`src/rtl/info_writer_pkg.sv`:
```
// Shared types and constants for the display status writer.
package info_writer_pkg;

  localparam int unsigned DATA_W         = 16;
  localparam int unsigned DEF_ADDR_W     = 12;
  localparam int unsigned DEF_DEPTH_LOG2 = 3;
  localparam int unsigned DEF_STEP       = 2;
  localparam int unsigned DEF_LINE_STEP  = 64;

  localparam logic [DATA_W-1:0] DEF_CLEAR_VAL = 16'h0000;
  localparam logic [DATA_W-1:0] NEWLINE_WORD  = 16'hFFFF;

  typedef enum logic {
    ST_CLEAR = 1'b0,
    ST_RUN   = 1'b1
  } state_e;

  function automatic logic is_newline(input logic [DATA_W-1:0] w);
    return w == NEWLINE_WORD;
  endfunction

endpackage

```
`src/rtl/info_writer_sync_fifo.sv`:
```
// Single-clock FIFO; push while full is accepted only when a pop happens the same cycle.
module sync_fifo #(
  parameter int unsigned WIDTH      = 16,
  parameter int unsigned DEPTH_LOG2 = 3
) (
  input  logic             clk,
  input  logic             rst_n,
  input  logic             push_i,
  input  logic [WIDTH-1:0] data_i,
  input  logic             pop_i,
  output logic [WIDTH-1:0] data_c,
  output logic             full_c,
  output logic             empty_c
);

  localparam int unsigned DEPTH = 1 << DEPTH_LOG2;

  logic [WIDTH-1:0]    mem_q [DEPTH];
  logic [DEPTH_LOG2:0] rd_q, rd_d;
  logic [DEPTH_LOG2:0] wr_q, wr_d;
  logic                do_pop;
  logic                do_push;

  // Pointers carry one extra wrap bit to tell full from empty.
  assign empty_c = (rd_q == wr_q);
  assign full_c  = (rd_q[DEPTH_LOG2] != wr_q[DEPTH_LOG2]) &&
                   (rd_q[DEPTH_LOG2-1:0] == wr_q[DEPTH_LOG2-1:0]);
  assign data_c  = mem_q[rd_q[DEPTH_LOG2-1:0]];

  assign do_pop  = pop_i && !empty_c;
  assign do_push = push_i && (!full_c || do_pop);

  always_comb begin
    rd_d = rd_q;
    wr_d = wr_q;
    if (do_pop)  rd_d = rd_q + (DEPTH_LOG2+1)'(1);
    if (do_push) wr_d = wr_q + (DEPTH_LOG2+1)'(1);
  end

  always_ff @(posedge clk or negedge rst_n) begin
    if (!rst_n) begin
      rd_q <= '0;
      wr_q <= '0;
    end else begin
      rd_q <= rd_d;
      wr_q <= wr_d;
    end
  end

  always_ff @(posedge clk) begin
    if (do_push) mem_q[wr_q[DEPTH_LOG2-1:0]] <= data_i;
  end

endmodule

```
`src/rtl/info_writer.sv`:
```
// Buffers status words and writes them to sequential display addresses after a clear sweep.
// Optional macro INFO_WRITER_NEWLINE_EN turns popped 16'hFFFF words into line breaks.
module info_writer
  import info_writer_pkg::*;
#(
  parameter int unsigned       ADDR_W     = DEF_ADDR_W,
  parameter int unsigned       DEPTH_LOG2 = DEF_DEPTH_LOG2,
  parameter int unsigned       STEP       = DEF_STEP,
  parameter int unsigned       LINE_STEP  = DEF_LINE_STEP,
  parameter logic [DATA_W-1:0] CLEAR_VAL  = DEF_CLEAR_VAL
) (
  input  logic              clk,
  input  logic              rst_n,
  input  logic [DATA_W-1:0] info,
  input  logic              info_e,
  output logic [ADDR_W-1:0] waddr,
  output logic [DATA_W-1:0] wdata,
  output logic              we,
  output logic              busy,
  output logic              overflow
);

`ifdef INFO_WRITER_NEWLINE_EN
  localparam bit NEWLINE_EN = 1'b1;
`else
  localparam bit NEWLINE_EN = 1'b0;
`endif

  localparam logic [ADDR_W-1:0] STEP_A     = ADDR_W'(STEP);
  localparam logic [ADDR_W-1:0] LAST_SWEEP = ADDR_W'(0) - STEP_A;
  localparam logic [ADDR_W-1:0] LINE_A     = ADDR_W'(LINE_STEP);
  localparam logic [ADDR_W-1:0] LINE_MASK  = ~ADDR_W'(LINE_STEP - 1);

  state_e              state_q, state_d;
  logic [ADDR_W-1:0]   sweep_q, sweep_d;
  logic [ADDR_W-1:0]   wptr_q, wptr_d;
  logic [ADDR_W-1:0]   waddr_q, waddr_d;
  logic [DATA_W-1:0]   wdata_q, wdata_d;
  logic                we_q, we_d;
  logic                busy_q, busy_d;
  logic                ovf_q, ovf_d;

  logic [DATA_W-1:0]   fifo_word_c;
  logic                fifo_full_c;
  logic                fifo_empty_c;
  logic                pop_c;

  assign pop_c = (state_q == ST_RUN) && !fifo_empty_c;

  sync_fifo #(
    .WIDTH      (DATA_W),
    .DEPTH_LOG2 (DEPTH_LOG2)
  ) u_fifo (
    .clk     (clk),
    .rst_n   (rst_n),
    .push_i  (info_e),
    .data_i  (info),
    .pop_i   (pop_c),
    .data_c  (fifo_word_c),
    .full_c  (fifo_full_c),
    .empty_c (fifo_empty_c)
  );

  always_comb begin
    state_d = state_q;
    sweep_d = sweep_q;
    wptr_d  = wptr_q;
    waddr_d = waddr_q;
    wdata_d = wdata_q;
    we_d    = 1'b0;
    busy_d  = (state_q == ST_CLEAR);
    ovf_d   = ovf_q | (info_e & fifo_full_c & ~pop_c);

    case (state_q)
      ST_CLEAR: begin
        we_d    = 1'b1;
        waddr_d = sweep_q;
        wdata_d = CLEAR_VAL;
        sweep_d = sweep_q + STEP_A;
        if (sweep_q == LAST_SWEEP) state_d = ST_RUN;
      end
      ST_RUN: begin
        if (pop_c) begin
          // A newline marker moves the pointer to the start of the following line.
          if (NEWLINE_EN && is_newline(fifo_word_c)) begin
            wptr_d = (wptr_q & LINE_MASK) + LINE_A;
          end else begin
            we_d    = 1'b1;
            waddr_d = wptr_q;
            wdata_d = fifo_word_c;
            wptr_d  = wptr_q + STEP_A;
          end
        end
      end
    endcase
  end

  always_ff @(posedge clk or negedge rst_n) begin
    if (!rst_n) begin
      state_q <= ST_CLEAR;
      sweep_q <= '0;
      wptr_q  <= '0;
      waddr_q <= '0;
      wdata_q <= '0;
      we_q    <= 1'b0;
      busy_q  <= 1'b1;
      ovf_q   <= 1'b0;
    end else begin
      state_q <= state_d;
      sweep_q <= sweep_d;
      wptr_q  <= wptr_d;
      waddr_q <= waddr_d;
      wdata_q <= wdata_d;
      we_q    <= we_d;
      busy_q  <= busy_d;
      ovf_q   <= ovf_d;
    end
  end

  assign waddr    = waddr_q;
  assign wdata    = wdata_q;
  assign we       = we_q;
  assign busy     = busy_q;
  assign overflow = ovf_q;

endmodule

```
`config.mk`:
```
export PLATFORM = sky130hd
export DESIGN_NAME = info_writer
export DESIGN_NICKNAME = d
export VERILOG_FILES = /design/src/rtl/info_writer_pkg.sv /design/src/rtl/info_writer_sync_fifo.sv /design/src/rtl/info_writer.sv
export SDC_FILE = /design/constraint.sdc
export NUM_CORES = 1
export LEC_CHECK = 0
export ABC_AREA = 1
export CELL_PAD_IN_SITES_DETAIL_PLACEMENT = 1
export CELL_PAD_IN_SITES_GLOBAL_PLACEMENT = 2
export CORE_MARGIN = 2
export CORE_UTILIZATION = 39
export DETAILED_ROUTE_END_ITERATION = 7
export GPL_TIMING_DRIVEN = 0
export PLACE_DENSITY = 0.88
export RECOVER_POWER = 100
export SLEW_MARGIN = 20
export SYNTH_ARGS = -nofsm -noshare
export SYNTH_HDL_FRONTEND = slang
export SYNTH_SLANG_ARGS = --single-unit
```
`constraint.sdc`:
```
create_clock -name clk -period 2.4 [get_ports clk]
set_input_delay 0.72 -clock clk [delete_from_list [all_inputs] [get_ports clk]]
set_output_delay 0.72 -clock clk [all_outputs]
set_load 0.05 [all_outputs]
```
Word-level counts from Yosys, hierarchy flattened
Memory sizes are Yosys's and may differ from the RTL's.
Cells that the tools add are included.
- register bits after elaboration: 64
- memory bits (writable): 128
- bits of input ports: 19
- output and inout port bits: 31
- word-level logic and storage cells: 43
- memories: 1
- memories (name ; words ; bits a word ; rd ports ; clocked after Yosys merged registers in ; write ports ; RTL line ; text):
    u_fifo.mem_q ; 8 ; 16 ; 1 ; 0 ; 1 ; info_writer_sync_fifo.sv:18 ; logic [WIDTH-1:0] mem_q [DEPTH];
- add/subtract/negate cells: 4
- equality and inequality tests: 5
- multiplexer cells: 10
- bitwise logic cells: 5
- reduce and logical (&&, ||, !) cells: 8
- operator list (operator ; number):
    one-hot mux 16 bit (2 select lines) ; 1
    adder 12 x 2 -> 12 bit (second input constant) ; 2
    one-hot mux 12 bit (2 select lines) ; 1
    2-to-1 mux 16 bit ; 1
    equality test 12 bit (second input constant) ; 1
    2-to-1 mux 12 bit ; 1
    adder 4 x 1 -> 4 bit (second input constant) ; 2
    2-to-1 mux 1 bit ; 5
    equality test 4 bit ; 1
    logical AND 1 bit ; 4
    equality test 3 bit ; 1
    AND 1 bit ; 2
    zero test 1 bit ; 2
    != test 2 x 1 -> 1 bit (second input constant) ; 1
    NOT 1 bit ; 2
    one-hot mux 1 bit (2 select lines) ; 1
    AND reduction 2 bit ; 1
    logical OR 1 bit ; 1
    != test 1 bit ; 1
    bitwise OR 1 bit ; 1

Logic depth before layout (Yosys ltp)
Gate-level depths: netlist (run 1).
- depth in word-level cells: 8
- gate-level depth with buffers: 11
- mapped depth without buffers: 9

Cells and area by module
A second synthesis (run 1) with hierarchy kept.
- cells, all modules: 671
- area total of the unflattened synthesis: 7920.1 um2
- modules (own cells, without submodules) (module ; instances ; cells an instance ; area each (um2) ; seq. area each (um2)):
    sync_fifo ; 1 ; 442 ; 5490.3 ; 4043.9
    info_writer ; 1 ; 229 ; 2429.8 ; 1327.5

Least setup slack after synthesis (run 1)
No wires, ideal clock.
- path type: register to register
- start: register u_fifo.rd_q[0]
- end: memory u_fifo.mem_q[0][0] (enable)
- setup time: 0.388 ns
- arrival time: 1.814 ns
- data required time: 2.012 ns
- path slack: 0.198 ns
- stages on the path, launching flop included: 9
- clock period less this slack: 2.202 ns
- path through: dfrtp_1 -> inv_2 -> buf_2 -> nand2_1 -> nand2_1 -> nor2_4 -> nand4_2 -> nand3_1 -> nor2_1
- cells in the longest elaborated chain, start to end: 8
- elaborated cells on any way between the ends: 11
- those cells by class: 2 x eq/ne; 2 x mux; 7 x reduce/logical
- RTL lines (element ; RTL line ; text):
    start, declared ; info_writer_sync_fifo.sv:19 ; logic [DEPTH_LOG2:0] rd_q, rd_d;
    start signal, assigned ; info_writer_sync_fifo.sv:45 ; rd_q <= rd_d;
    equality test 4 bit ; info_writer_sync_fifo.sv:25 ; assign empty_c = (rd_q == wr_q);
    zero test 1 bit ; info_writer_sync_fifo.sv:30, info_writer.sv:48 ;
    logical AND 1 bit ; info_writer.sv:48 ; assign pop_c = (state_q == ST_RUN) && !fifo_empty_c;
    logical AND 1 bit ; info_writer_sync_fifo.sv:30 ; assign do_pop = pop_i && !empty_c;
    logical OR 1 bit * ; info_writer_sync_fifo.sv:31 ; assign do_push = push_i && (!full_c || do_pop);
    logical AND 1 bit * ; info_writer_sync_fifo.sv:31 ;
    2-to-1 mux 1 bit * ; info_writer_sync_fifo.sv:51 ; if (do_push) mem_q[wr_q[DEPTH_LOG2-1:0]] <= data_i;
    2-to-1 mux 1 bit (implied by the code) * ; info_writer_sync_fifo.sv:51 ;
    end, declared ; info_writer_sync_fifo.sv:18 ;
Mark *: on every way between the ends. The rest lies on a longest branch, timed or not.

Final worst setup path (run 1)
- start: register wdata_q[4] (netlist: wdata[4])
- end: output wdata[4]
- RTL lines (element ; RTL line ; text):
    start, declared ; info_writer.sv:38 ; logic [DATA_W-1:0] wdata_q, wdata_d;
    start signal, assigned ; info_writer.sv:113 ; wdata_q <= wdata_d;
    end, declared ; info_writer.sv:17 ; output logic [DATA_W-1:0] wdata,
No word-level cell between the ends.

==> results of run 1 <==
power by group through the flow:
| stage | Combinational (mW) | Clock, mW | Sequential, mW |
|---|---|---|---|
| 3_5_place_dp | 0.853 | 0 | 4.02 |
| 2_1_floorplan | 0.442 | 0 | 4.02 |
| 3_3_place_gp | 0.705 | 0 | 4.01 |
| 6_report | 0.862 | 2.81 | 3.96 |
| 5_1_grt | 0.957 | 2.97 | 3.98 |
| 4_1_cts | 0.862 | 2.85 | 3.95 |
per-stage QoR:
stage          area [um^2]  worst slack (ns)  setup TNS [ns]
2_1_floorplan         7820             0.198               0
3_3_place_gp          8630             -1.65         -198.80
5_1_grt               9340           0.00158               0
6_report              9340            0.0475               0
3_5_place_dp          8770            -0.429          -22.74
4_1_cts               9360            -0.138           -2.66
layout by cell type (no fill, tap or decap), types with 13 or more instances in the layout:
master	instances
sky130_fd_sc_hd__nand2_1	141
sky130_fd_sc_hd__clkbuf_16	17
sky130_fd_sc_hd__nand3_1	70
sky130_fd_sc_hd__xor2_1	13
sky130_fd_sc_hd__nor2_1	144
sky130_fd_sc_hd__clkdlybuf4s50_1	30
sky130_fd_sc_hd__o21ai_0	71
sky130_fd_sc_hd__dfrtp_1	60
sky130_fd_sc_hd__edfxtp_1	128
sky130_fd_sc_hd__clkbuf_1	16
sky130_fd_sc_hd__inv_1	20
sky130_fd_sc_hd__dlygate4sd3_1	16
cells by family (layout without fill, tap and decap cells):
family / count (synthesis) / after routing
AOI/OAI and AO/OA: 75 / 75
xor gates and xnor gates: 21 / 21
adders and majority gates: 4 / 4
buffers and inverters: 57 / 152
DFF: 189 / 189
other: 1 / 1
and+or+nand+nor: 371 / 371
what timing repair did:
action	in CTS	in global routing
endpoints found under the setup margin	49	113
setup buffers	0	8
pin swaps	0	5
gates cloned	0	0
gates resized for setup	2	8
worst paths after layout:
| kind | from | to | slack, ns | cells after the start |
|---|---|---|---|---|
| setup / recovery | wdata[4] | wdata[4] | 0.05 | 1 |
| hold / removal | wdata[9] | wdata[9] | 0.49 | 2 |
| setup reg to reg | u_fifo.rd_q[0] | u_fifo.mem_q[3][11] | 0.16 | 9 |
| hold reg to reg | wdata[9] | wdata[9] | 0.49 | 2 |
| max in group asynchronous | rst_n | wdata[10] | 0.45 | 2 |
| min in group asynchronous | rst_n | sweep_q[6] | 0.57 | 1 |
state kept, by name, indices dropped and copies added, names as in the netlist:
register,cells
u_fifo.mem_q,128
overflow,1
u_fifo.wr_q,4
u_fifo.rd_q,4
busy,1
sweep_q,11
waddr,11
state_q,1
wptr_q,11
we,1
wdata,16
area by class of cell:
type                       instances  area (um^2)
inverter                          24         91.3
multi-input combinational        472         2170
sequential                       189         5370
clock inverter                    14          155
buffer                            33          158
timing repair buffer              64          639
clock buffer                      17          425
fill                            2169        10200
tap                              265          332
routing by layer:
layer | track usage | vias up | routed length [um]
met5 | 0 | - | 0
li1 | - | 2579 | -
met2 | 0.381 | 142 | 11500
met1 | 0.244 | 2807 | 8400
met3 | 0.0345 | 38 | 865
met4 | 0.0760 | 0 | 570
==> results.md, run 1 <==
Clocking:
- CTS saw 189 sinks.
- Clock tree synthesis inserted a total of 17 buffers.
- Buffers inserted to repair hold after CTS numbered 0.
- The buffer depth of the longest clock path is 2.
- The later pin in the worst-skew pair is clocked with a latency of roughly 0.44 ns.
- Clock-pin slew was measured on the worst setup and hold paths at approximately 0.070 ns.
- The clock root buffer is sky130_fd_sc_hd__clkbuf_16.
- TritonCTS built the clock tree.
- CTS built an H-tree with a depth of 4.

Synth:
- Ranked by instance count, the synthesized netlist is headed by 150 x sky130_fd_sc_hd__nor2_1, 139 x sky130_fd_sc_hd__nand2_1, 128 x sky130_fd_sc_hd__edfxtp_1.
- The combinational family with the most area after synthesis is simple AND/OR/NAND/NOR gates.
- The simple logic cell fraction of the synthesized area is 0.197.
- The count of yosys warnings during synthesis is 0.
- A synthesized cell averages 10.9 um^2.
- Summed over all instances, the cell type with the most area after synthesis is sky130_fd_sc_hd__edfxtp_1.
- Of the total synthesized cell area, the portion taken by full adders, half adders and majority gates is 0.00640.
- The xor-xnor portion of the synthesized cell area is 0.0235.
- In the synthesized netlist the dominant register cell turns out to be sky130_fd_sc_hd__edfxtp_1.
- The gate count after technology mapping is between 700 and 800.
- Synthesis instantiated 28 different standard cells from the library.
- By area the synthesized netlist is led by sky130_fd_sc_hd__edfxtp_1 49%, sky130_fd_sc_hd__dfrtp_1 19%, sky130_fd_sc_hd__nor2_1 7.2%.
- The cell with the most instances after synthesis is sky130_fd_sc_hd__nor2_1.
- The synthesized design contains ~190 register bits.
- The share of Yosys cell area claimed by the top area cell type is 0.491.
- The share of the Yosys chip area taken by registers is 0.687.
- Of the post-synthesis cell area, the part taken by muxes is 0.
- In this run, synthesis inferred 128 flip-flops with an integrated enable.
- The share of synthesized flip-flops with an asynchronous set or reset is 0.323.
- The synthesized-area fraction occupied by ao, oa, aoi and oai cells is 0.0507.
- After synthesis the cells add up to 7820 um^2.
- When the netlist entered floorplanning its net count stood at 741.

Layout:
- Measured on the finished design, the core utilization comes to 0.477.
- The synthesis-to-finish area growth is 19.4%.
- The number of antenna diodes is 0.
- The final-stage net count is around 820.
- The count of placed standard cells in the final layout, fillers left out is 1078.
- The share of cells above drive strength 1 is 0.0984.

Floorplanning:
- The vertical die dimension is between 100 and 150 um.
- The total die area is 21200 um^2.
- In this run the horizontal extent of the chip is 146 um.
- The initial utilization of the core area, before any placement, comes to 0.399.
- The floorplan row count is slightly above 50.
- The count of pins on the block boundary is 50.
- The placeable core region is 19600 um^2.

Pwr:
- The cell-internal power is between 5 and 6 mW.
- The power share of the clock group is 0.368.
- After layout, the design draws a total of 7.62 mW.
- For this design the total switching power over the nets is 2.04 mW.
- For this design the static power due to leakage is ~3.7 nW.
- Of the total power, combinational logic draws 0.113.
- The sequential group share of total power is 0.519.
- The peak supply drop is 0.000476 V.
- The power per cell area is approximately 820 nW/um^2.
- Of the total power, the share spent switching nets is 0.267.

STA:
- For the pin with the worst max-slew slack, the measured transition is 1.35 ns.
- The clock tree skew after final layout is 0.0110 ns.
- The clock period minus worst slack is roughly 2.4 ns.
- The count of final max-slew check failures is 0.
- Setup violations remaining at the end of the flow were counted as 0.
- The total count of hold-check failures in the final report is 0.
- The worst slew slack as a fraction of its limit is 0.100.
- Setup repair after global routing left no endpoint under its margin.
- The ratio of final minimum period to clock period is 0.980.
- Static timing analysis puts the maximum clock frequency at ~430 MHz.
- Across all hold checks on the routed design, the worst slack comes to 0.488 ns.

Worst setup path:
- The number of buffers and inverters on the critical path is 1.
- The worst setup path is launched from a register.
- The gate family responsible for the most delay along the worst path is buffers and inverters.
- The cell type of the slowest stage on the worst timing path is sky130_fd_sc_hd__clkdlybuf4s50_1.
- At the worst endpoint, the arrival time is 1.63 ns.
- Walking the worst path, the cells encountered are clkdlybuf4s50_1.
- In this design, the stage delay of the slowest critical-path cell is 0.83 ns.
- The worst path required time is 1.68 ns.
- The class of the most critical setup path is register to output pin.
- The type of element capturing the critical path is an output pin.
- The biggest fanout along the worst timing path is 2.

Global routing:
- The all-layer global routing usage is 0.208.
- The sum of overflow across all layers after global routing is 0.
- The number of global-route vias before repair came to 6028.
- Entering global routing, the biggest net connects 42 pins.
- The initial antenna violation count is 0.
- The first global-routing pass estimated 33400 um of wire.

Drt:
- Dividing the detail-routed wire length by the instance count gives 19.8 um.
- The total vias in the final route is 5566.
- The first detailed-routing pass took 5 iterations.
- The average via count per standard cell is 5.16.
- The total wire length is 21300 um.
- After the first detailed-routing iteration, the DRC count stood at 293.
- The count of unresolved DRC violations after routing is 0.
- The remaining antenna violation count after routing is 0.

Place:
- The weighted congestion reported at the end of routability-driven placement is 0.772.
- The HPWL after detailed placement is 14800 um.
- In this run the tool buffered the top-level ports with between 40 and 50 buffer cells.
- The cell total after placement is 1039.

Worst hold path:
- The type of the most critical hold path is register to register.

Run status:
- The run finished with clean final reports.

Job:
- Across the run, the number of max-cap violations was 0.
(Power assumes the default switching activity.)
==> run 2: changes to the inputs <==
- CTS_CLUSTER_DIAMETER: unset -> 40
==> results of run 2 <==
Final layout, timing and power as in run 1 (identical DEF).
